### config.mk
export PLATFORM = sky130hd
export DESIGN_NAME = zuc256_mac_verify
export DESIGN_NICKNAME = d
export VERILOG_FILES = /design/src/rtl/zuc256_pkg.sv /design/src/rtl/zuc256_tag_cmp.sv /design/src/rtl/zuc256_mac_verify.sv
export SDC_FILE = /design/constraint.sdc
export NUM_CORES = 1
export LEC_CHECK = 0
export ABC_CLOCK_PERIOD_IN_PS = 4830
export CORE_AREA = 8 8 213 215
export DETAILED_ROUTE_END_ITERATION = 10
export DIE_AREA = 0 0 221 223
export SLEW_MARGIN = 0
export SYNTH_ARGS = -nofsm -noshare
export SYNTH_HDL_FRONTEND = slang
export SYNTH_SLANG_ARGS = --single-unit
### constraint.sdc
create_clock -name clk -period 4.83 [get_ports clk]
set_input_delay 0.966 -clock clk [delete_from_list [all_inputs] [get_ports clk]]
set_output_delay 0.966 -clock clk [all_outputs]
set_load 0.02 [all_outputs]
### src/rtl/zuc256_pkg.sv
// Shared types and helpers for the ZUC-256 receive-side tag checker.
package zuc256_pkg;

    // Command currently being handed to the MAC engine
    typedef enum logic [1:0] {
        CMD_INIT  = 2'd0,
        CMD_NEXT  = 2'd1,
        CMD_FINAL = 2'd2
    } cmd_e;

    // Verification sequencer states
    typedef enum logic [2:0] {
        ST_IDLE  = 3'd0,
        ST_ISSUE = 3'd1,
        ST_WAIT  = 3'd2,
        ST_READY = 3'd3,
        ST_CMP   = 3'd4,
        ST_DONE  = 3'd5
    } state_e;

    localparam logic [7:0] TAG_LEN_32  = 8'd32;
    localparam logic [7:0] TAG_LEN_64  = 8'd64;
    localparam logic [7:0] TAG_LEN_128 = 8'd128;

    // Right-aligned mask selecting the tag bits that take part in the compare
    function automatic logic [127:0] tag_mask(input logic [7:0] len);
        logic [127:0] m;
        case (len)
            TAG_LEN_32: m = {96'h0, 32'hFFFF_FFFF};
            TAG_LEN_64: m = {64'h0, 64'hFFFF_FFFF_FFFF_FFFF};
            default:    m = {128{1'b1}};
        endcase
        return m;
    endfunction

    // Only the three supported tag lengths are accepted
    function automatic logic tag_len_ok(input logic [7:0] len);
        logic ok;
        case (len)
            TAG_LEN_32, TAG_LEN_64, TAG_LEN_128: ok = 1'b1;
            default:                             ok = 1'b0;
        endcase
        return ok;
    endfunction

endpackage

### src/rtl/zuc256_tag_cmp.sv
// Masked tag comparator: XOR the two tags, mask, and OR-reduce across the
// full width so the evaluation time never depends on where bits differ.
module zuc256_tag_cmp
    import zuc256_pkg::*;
(
    input  logic [127:0] gen_tag,
    input  logic [127:0] ref_tag,
    input  logic [127:0] mask,
    output logic         match
);

    logic [127:0] diff_s;

    assign diff_s = (gen_tag ^ ref_tag) & mask;
    assign match  = ~(|diff_s);

endmodule

### src/rtl/zuc256_mac_verify.sv
// Receiver-side ZUC-256 tag checker. Drives zuc256_mac_ext through
// init/next/final, then compares the generated tag against the received one
// over the low tag_len bits and holds a sticky pass/fail result.
module zuc256_mac_verify
    import zuc256_pkg::*;
#(
    parameter int TIMEOUT = 1024
) (
    input  logic         clk,
    input  logic         reset_n,
    input  logic         init,
    input  logic         next,
    input  logic         final_i,
    input  logic [127:0] block_i,
    input  logic [7:0]   i_len,
    input  logic [7:0]   tag_len,
    input  logic [127:0] tag_i,
    output logic         mac_init,
    output logic         mac_next,
    output logic         mac_final,
    output logic [127:0] mac_block,
    output logic [7:0]   mac_i_len,
    output logic [7:0]   mac_tag_len,
    input  logic [127:0] mac_tag,
    input  logic         mac_ready,
    output logic         ready,
    output logic         done,
    output logic         tag_ok,
    output logic         error
);

    localparam int TW = $clog2(TIMEOUT + 1);
    localparam logic [TW-1:0] TIMER_ZERO = {TW{1'b0}};
    localparam logic [TW-1:0] TIMER_ONE  = {{(TW-1){1'b0}}, 1'b1};
    localparam logic [TW-1:0] TIMER_MAX  = TW'(TIMEOUT);

    state_e       state_r, state_s;
    cmd_e         cmd_r, cmd_s;
    logic [7:0]   tag_len_r, tag_len_s;
    logic [127:0] tag_ref_r, tag_ref_s;
    logic [127:0] block_r, block_s;
    logic [7:0]   i_len_r, i_len_s;
    logic [TW-1:0] timer_r, timer_s;
    logic         done_r, done_s;
    logic         tag_ok_r, tag_ok_s;
    logic         error_r, error_s;
    logic         mac_init_r, mac_next_r, mac_final_r;
    logic         ready_r;
    logic         match_s;

    zuc256_tag_cmp u_tag_cmp (
        .gen_tag (mac_tag),
        .ref_tag (tag_ref_r),
        .mask    (tag_mask(tag_len_r)),
        .match   (match_s)
    );

    // Next-state and register-update decode for the verification sequencer
    always_comb begin
        state_s   = state_r;
        cmd_s     = cmd_r;
        tag_len_s = tag_len_r;
        tag_ref_s = tag_ref_r;
        block_s   = block_r;
        i_len_s   = i_len_r;
        timer_s   = timer_r;
        done_s    = done_r;
        tag_ok_s  = tag_ok_r;
        error_s   = error_r;
        case (state_r)
            ST_IDLE, ST_READY, ST_DONE: begin
                if (init) begin
                    tag_len_s = tag_len;
                    done_s    = 1'b0;
                    tag_ok_s  = 1'b0;
                    if (tag_len_ok(tag_len)) begin
                        tag_ref_s = tag_i;
                        error_s   = 1'b0;
                        cmd_s     = CMD_INIT;
                        state_s   = ST_ISSUE;
                    end else begin
                        // Unsupported length: finish at once, MAC engine untouched
                        tag_ref_s = 128'd0;
                        error_s   = 1'b1;
                        done_s    = 1'b1;
                        state_s   = ST_DONE;
                    end
                end else if ((state_r == ST_READY) && final_i) begin
                    block_s = block_i;
                    i_len_s = i_len;
                    cmd_s   = CMD_FINAL;
                    state_s = ST_ISSUE;
                end else if ((state_r == ST_READY) && next) begin
                    block_s = block_i;
                    i_len_s = i_len;
                    cmd_s   = CMD_NEXT;
                    state_s = ST_ISSUE;
                end else begin
                    state_s = state_r;
                end
            end
            ST_ISSUE: begin
                state_s = ST_WAIT;
                timer_s = TIMER_ZERO;
            end
            ST_WAIT: begin
                // timer_r == 0 marks the first WAIT cycle, where mac_ready may
                // still show the engine's pre-command status
                if ((timer_r != TIMER_ZERO) && mac_ready) begin
                    state_s = (cmd_r == CMD_FINAL) ? ST_CMP : ST_READY;
                end else if (timer_r >= TIMER_MAX) begin
                    error_s   = 1'b1;
                    done_s    = 1'b1;
                    tag_ok_s  = 1'b0;
                    tag_ref_s = 128'd0;
                    state_s   = ST_DONE;
                end else begin
                    // Never passes TIMER_MAX: the branch above exits first
                    timer_s = timer_r + TIMER_ONE;
                end
            end
            ST_CMP: begin
                tag_ok_s  = match_s;
                done_s    = 1'b1;
                tag_ref_s = 128'd0;
                state_s   = ST_DONE;
            end
            default: begin
                state_s = ST_IDLE;
            end
        endcase
    end

    // State, data and registered-output update with synchronous reset
    always_ff @(posedge clk) begin
        if (!reset_n) begin
            state_r     <= ST_IDLE;
            cmd_r       <= CMD_INIT;
            tag_len_r   <= 8'd0;
            tag_ref_r   <= 128'd0;
            block_r     <= 128'd0;
            i_len_r     <= 8'd0;
            timer_r     <= TIMER_ZERO;
            done_r      <= 1'b0;
            tag_ok_r    <= 1'b0;
            error_r     <= 1'b0;
            mac_init_r  <= 1'b0;
            mac_next_r  <= 1'b0;
            mac_final_r <= 1'b0;
            ready_r     <= 1'b0;
        end else begin
            state_r     <= state_s;
            cmd_r       <= cmd_s;
            tag_len_r   <= tag_len_s;
            tag_ref_r   <= tag_ref_s;
            block_r     <= block_s;
            i_len_r     <= i_len_s;
            timer_r     <= timer_s;
            done_r      <= done_s;
            tag_ok_r    <= tag_ok_s;
            error_r     <= error_s;
            mac_init_r  <= (state_s == ST_ISSUE) && (cmd_s == CMD_INIT);
            mac_next_r  <= (state_s == ST_ISSUE) && (cmd_s == CMD_NEXT);
            mac_final_r <= (state_s == ST_ISSUE) && (cmd_s == CMD_FINAL);
            ready_r     <= (state_s == ST_IDLE) || (state_s == ST_READY) || (state_s == ST_DONE);
        end
    end

    assign mac_init    = mac_init_r;
    assign mac_next    = mac_next_r;
    assign mac_final   = mac_final_r;
    assign mac_block   = block_r;
    assign mac_i_len   = i_len_r;
    assign mac_tag_len = tag_len_r;
    assign ready       = ready_r;
    assign done        = done_r;
    assign tag_ok      = tag_ok_r;
    assign error       = error_r;

endmodule

# --- Word-level counts from Yosys, hierarchy flattened ---
# Index checks and enable logic that the tools add are counted.
totals:
  reg_bits: 295
  input_bits: 406
  output_inout_bits: 151
  word_cells: 103
classes:
  add_sub_neg: 1
  n_lt_le_gt_ge: 1
  eq_ne: 20
  n_mux: 39
  bitwise: 4
  n_reduce_logical: 24
ops:
  columns: ["operator", "n"]
  rows:
  - ["2-to-1 mux 128 bit", 6]
  - ["case mux 128 bit (3 select lines)", 1]
  - ["case mux 128 bit (2 select lines)", 1]
  - ["bitwise AND 128 bit", 1]
  - ["OR reduction 128 bit", 1]
  - ["bitwise XOR 128 bit", 1]
  - ["2-to-1 mux 11 bit", 2]
  - ["case mux 11 bit (2 select lines)", 1]
  - ["2-to-1 mux 3 bit", 7]
  - ["equality test 8 x 6 -> 1 bit, second input constant", 2]
  - ["equality test 8 x 7 -> 1 bit, second input constant", 2]
  - ["2-to-1 mux 8 bit", 2]
  - ["case mux 3 bit (4 select lines)", 1]
  - ["adder 11 x 1 -> 11 bit, second input constant", 1]
  - [">= comparator 11 bit, second input constant", 1]
  - ["nonzero test 11 bit", 1]
  - ["2-to-1 mux 1 bit", 10]
  - ["2-to-1 mux 2 bit", 5]
  - ["equality test 3 x 2 -> 1 bit, second input constant", 3]
  - ["equality test 3 bit, second input constant", 3]
  - ["equality test 8 bit, second input constant", 1]
  - ["!= test 2 bit, second input constant", 4]
  - ["AND reduction 4 bit", 2]
  - ["equality test 3 x 1 -> 1 bit, second input constant", 2]
  - ["14 further kinds", 28]

# --- Longest topological paths before layout ---
depth:
  ltp_word: 11
  mapped_depth: 9
  mapped_depth_nobuf: 8

# --- Modules after synthesis ---
# From an unflattened synthesis, not the netlist that was laid out.
unflattened:
  cells_unflattened: 1287
  area_unflattened_um2: 11811.3
modules_own_cells:
  columns: ["module", "instances", "cells_each", "area_each_um2", "seq_area_each_um2"]
  rows:
  - ["zuc256_mac_verify", 1, 1074, 10075.9, 5905.7]
  - ["zuc256_tag_cmp", 1, 213, 1735.4, 0.0]

# --- Least setup slack after synthesis ---
# No wires, ideal clock.
synth_timing:
  kind: "in2reg"
  start: "input port tag_len[1]"
  end: "register ready_r (netlist: ready)"
  setup_time_ns: 0.121
  arrival_ns: 2.496
  required_time_ns: 4.709
  path_slack_ns: 2.212
  cell_stages: 6
  path_buffers: 0
  path_cell_list: "or4_4 nor2_8 nand3_4 a2111oi_4 nand2_2 mux2_4"
synth_between:
  elab_chain_cells: 11
  word_cells_on_any_way: 15
  classes_between: "eq/ne (5); mux (6); reduce/logical (4)"
synth_rtl:
  columns: ["item", "line", "text"]
  rows:
  - ["start, declared", "zuc256_mac_verify.sv:16", "input logic [7:0] tag_len,"]
  - ["equality test 8 x 6 -> 1 bit, or another cell as far along", "zuc256_pkg.sv:39", "case (len)"]
  - ["OR reduction 3 bit *", "zuc256_pkg.sv:39", null]
  - ["2-to-1 mux 1 bit *", "zuc256_pkg.sv:39", null]
  - ["2-to-1 mux 1 bit *", "zuc256_mac_verify.sv:72", "if (init) begin"]
  - ["2-to-1 mux 1 bit *", "zuc256_mac_verify.sv:70", "case (state_r)"]
  - ["2-to-1 mux 3 bit *", "zuc256_mac_verify.sv:76", "if (tag_len_ok(tag_len)) begin"]
  - ["2-to-1 mux 3 bit *", "zuc256_mac_verify.sv:72", null]
  - ["case mux 3 bit (4 select lines) *", "zuc256_mac_verify.sv:70", null]
  - ["equality test 3 x 2 -> 1 bit or zero test 3 bit (tied branches)", "zuc256_mac_verify.sv:165", "ready_r <= (state_s == ST_IDLE) || (state_s == ST_READY) || (state_s == ST_DONE);"]
  - ["logical OR 1 bit", "zuc256_mac_verify.sv:165", null]
  - ["logical OR 1 bit *", "zuc256_mac_verify.sv:165", null]
  - ["end signal, assigned", "zuc256_mac_verify.sv:165", null]
  - ["end, declared", "zuc256_mac_verify.sv:48", "logic ready_r;"]
# Mark *: on every way between the ends. The rest lies on a longest branch, timed or not. The select of a mux whose other input is x is not followed.
# A chain may end at the register's enable or synchronous reset.

# --- Final worst setup path ---
layout_timing:
  start: "input port init"
  end: "register tag_ref_r[93]"
layout_between:
  elab_chain_cells: 2
layout_rtl:
  columns: ["item", "line", "text"]
  rows:
  - ["start, declared", "zuc256_mac_verify.sv:11", "input logic init,"]
  - ["!= test 2 bit (no line)", null, null]
  - ["AND reduction 4 bit (no line)", null, null]
  - ["end signal, assigned", "zuc256_mac_verify.sv:155", "tag_ref_r <= tag_ref_s;"]
  - ["end, declared", "zuc256_mac_verify.sv:40", "logic [127:0] tag_ref_r, tag_ref_s;"]
# Every way passes these cells.

==> results.ini <==
[status]
status=finished clean

[clock_network]
cts_hold_buf=0
cts_setup_buffers=0
cts_sinks=295
path_clk_slew_ns=0.06
cts_resized=0
cts_tree=done
clk_latency_ns=0.54
htree_num_levels=2
numCtsBuffers=36
clockBufferDepth=3
clock_tree.root_cell=clkbuf_16

[floorplanning]
rows=76
coreArea_sq_um=42300
die_h_microns=223
die_x_microns=221
dieArea_sq_um=49300
initial_core_util_pct=29.7
io_pins=557

[detailed_routing]
vias_per_cell=4.66
ant_nets=0
drtIter0Drc=695
num_vias=11500
drt-wirelength-per-cell_microns=19.3
firstDrtPassIters=5
route.detailed.drc=0
wl_microns=47700

[min_path]
hold_path.class=flip-flop to flip-flop

[critical_path]
cp_max_fo=36
cp.required_ns=5.28
crit_arrival_ns=3.71
startpoint_type=input port
cp-end-kind=flip-flop
crit_type=input port to flip-flop

[cells_and_area]
drive_gt1_share_pct=4.33
area_growth_pct=57.7
nets=2303

[synthesis]
synthCells=1380
synth_nets=1788
synth_compound_area_share_pct=18.1
yosys.area.top_type=dfxtp_1
netlist_area_sq_um=12500
syn_avg_cell_area_sq_um=9.09
yosysWarnings=0
async_flop_share_pct=0
synthMuxAreaShare_pct=0.758
synth_cell_types=58
ys_ff_latch=295
synthAdderAreaFrac_pct=0.199
yosys.area_share.xor_xnor_pct=9.63
synth-simple-area-share_pct=20.9
yosysTopAreaCellShare_pct=47.1
synth_top_flop_cell=dfxtp_1
synth_top_family_by_area=simple AND/OR/NAND/NOR gates
yosys-top-cells-area=dfxtp_1 47%, xnor2_1 8.9%, nand2_1 8.5%
synth-edff-count=0
yosysSeqAreaShare_pct=47.1

[power_and_ir_drop]
pwr-share-comb_pct=14.5
switching_share_pct=24.5
p_leak_nw=6.39
ir_worst_vdd_mv=0.262
power_switching_w=0.00150
power_w=0.00613
clockPowerShare_pct=44.6
p_seq_share_pct=40.9
p_int_w=0.00463
power_density_nw_per_um2=310

[timing]
clock_skew_ns=0.0224
fin_tns_setup_ns=0
drv_slew=0
setup_violations=0
fin_crit_sh_pct=67.5
hold_viol_final=0
clock.fmax_ghz=0.307
rsz0062_at_grt=no
max_slew_margin_pct=42.2
min_period_ns=3.26
worst_pin_slew_ns=0.867

[grt]
grt_remaining_overflow=0
grtUsageTotal_pct=18.5
grt_antenna_before_repair=8
grt_pass1_wl_microns=72100
grt_max_degree=137
grt_pass1_vias=12100

[flow_run]
maxCapViolCount=0

[place]
gp_congestion=0.803
io_buffers=556
hpwl_microns=35700

-- critical path: stages --
cell and delay [ns]:
clkdlybuf4s50_1 0.68, or3b_1 0.43, a21oi_1 0.23, o2111a_2 0.79, buf_12 0.28, a22oi_1 0.12, nor2b_1 0.16
-- cell usage after synthesis, drive strengths merged, types with 2 or more instances --
library cell	n
dfxtp	295
nand2	286
nor2b	142
a21boi	137
a22oi	128
xnor2	127
clkbuf	62
nand4	34
buf	30
nor2	21
a21oi	11
xor2	11
nor4	10
mux2i	8
nand3	8
inv	7
o21ai	7
and2	6
and3	5
nand2b	5
nor3	4
o21a	4
o31ai	3
a31oi	2
and2b	2
ha	2
nand4b	2
nor3b	2
o211ai	2
-- kinds of logic (layout without fill, tap and decap cells) --
group                      after synthesis  in the layout
xor gates and xnor gates               138            138
other                                    0              8
buffers and inverters                   99            638
adders and majority gates                2              2
AOI/OAI and AO/OA                      304            304
DFF                                    295            295
muxes                                    9              9
and+or+nand+nor                        533            533
-- sequential cells by signal, summed over array words and instances, names as in the netlist, 2 cells and up --
signal       flops
cmd_r            2
state_r          3
mac_block      128
mac_tag_len      8
timer_r         11
mac_i_len        8
tag_ref_r      128
-- power by group through the flow --
stage / Clock, W / Sequential, W / Combinational [W]
floorplan: 0 / 0.00258 / 0.000361
global placement: 0 / 0.00256 / 0.000893
detailed placement: 0 / 0.00256 / 0.000895
CTS: 0.00282 / 0.00251 / 0.000900
global route: 0.00292 / 0.00251 / 0.000960
finish: 0.00274 / 0.00251 / 0.000891
-- placed cells by master (no fill, tap or decap), types with 7 or more instances in the layout --
cell type,Yosys,layout
clkdlybuf4s50_1,0,555
dfxtp_1,295,295
nand2_1,285,285
nor2b_1,142,142
a21boi_0,131,131
a22oi_1,128,128
xnor2_1,127,127
clkbuf_16,0,38
nand4_1,34,34
nor2_1,20,20
xor2_1,11,11
a21oi_1,11,11
nor4_1,10,10
clkbuf_1,62,9
buf_4,3,9
diode_2,0,8
mux2i_1,8,8
clkbuf_8,0,8
nand3_1,7,7
inv_1,7,7
-- metal layers --
layer	vias up	track usage, %	wire, microns
li1	5719	-	-
met1	5352	20.6	18900
met2	403	31.6	23300
met3	62	6.99	4070
met4	0	7.28	1360
met5	-	0	0
-- stage by stage --
stage	instance area, sq um	cells	hold WS, ns	setup WS, ns	util (%)
after floorplan	12500	1380	0.472	2.21	-
after global placement	18600	2403	0.441	1.16	43.9
after detailed placement	18600	2403	0.444	1.05	43.9
after CTS	19800	2465	0.452	1.61	46.7
after global routing	19800	2473	0.470	1.36	46.8
final	19800	2473	0.450	1.57	46.8
-- final cells by class --
class	count	area [sq um]
Fill cell	4046	22500
Tap cell	546	683
Clock buffer	55	1090
Inverter	7	26.3
Timing Repair Buffer	569	5710
Clock inverter	7	103
Sequential cell	295	5910
Multi-Input combinational cell	986	6240
Antenna cell	8	20.0
-- path summary, 6_finish.rpt --
check	depth (start not counted)	end	slack [ns]	startpoint
worst max register to register	6	tag_ref_r[93]$_SDFFE_PN0P_	2.19	state_r[0]$_SDFF_PN0_
worst min register to register	2	mac_block[20]$_SDFFE_PN0P_	0.45	mac_block[20]$_SDFFE_PN0P_
worst min-delay path	2	mac_block[20]$_SDFFE_PN0P_	0.45	mac_block[20]$_SDFFE_PN0P_
worst max-delay path	7	tag_ref_r[93]$_SDFFE_PN0P_	1.57	init
Note: power is estimated with default switching activity, not from simulation.
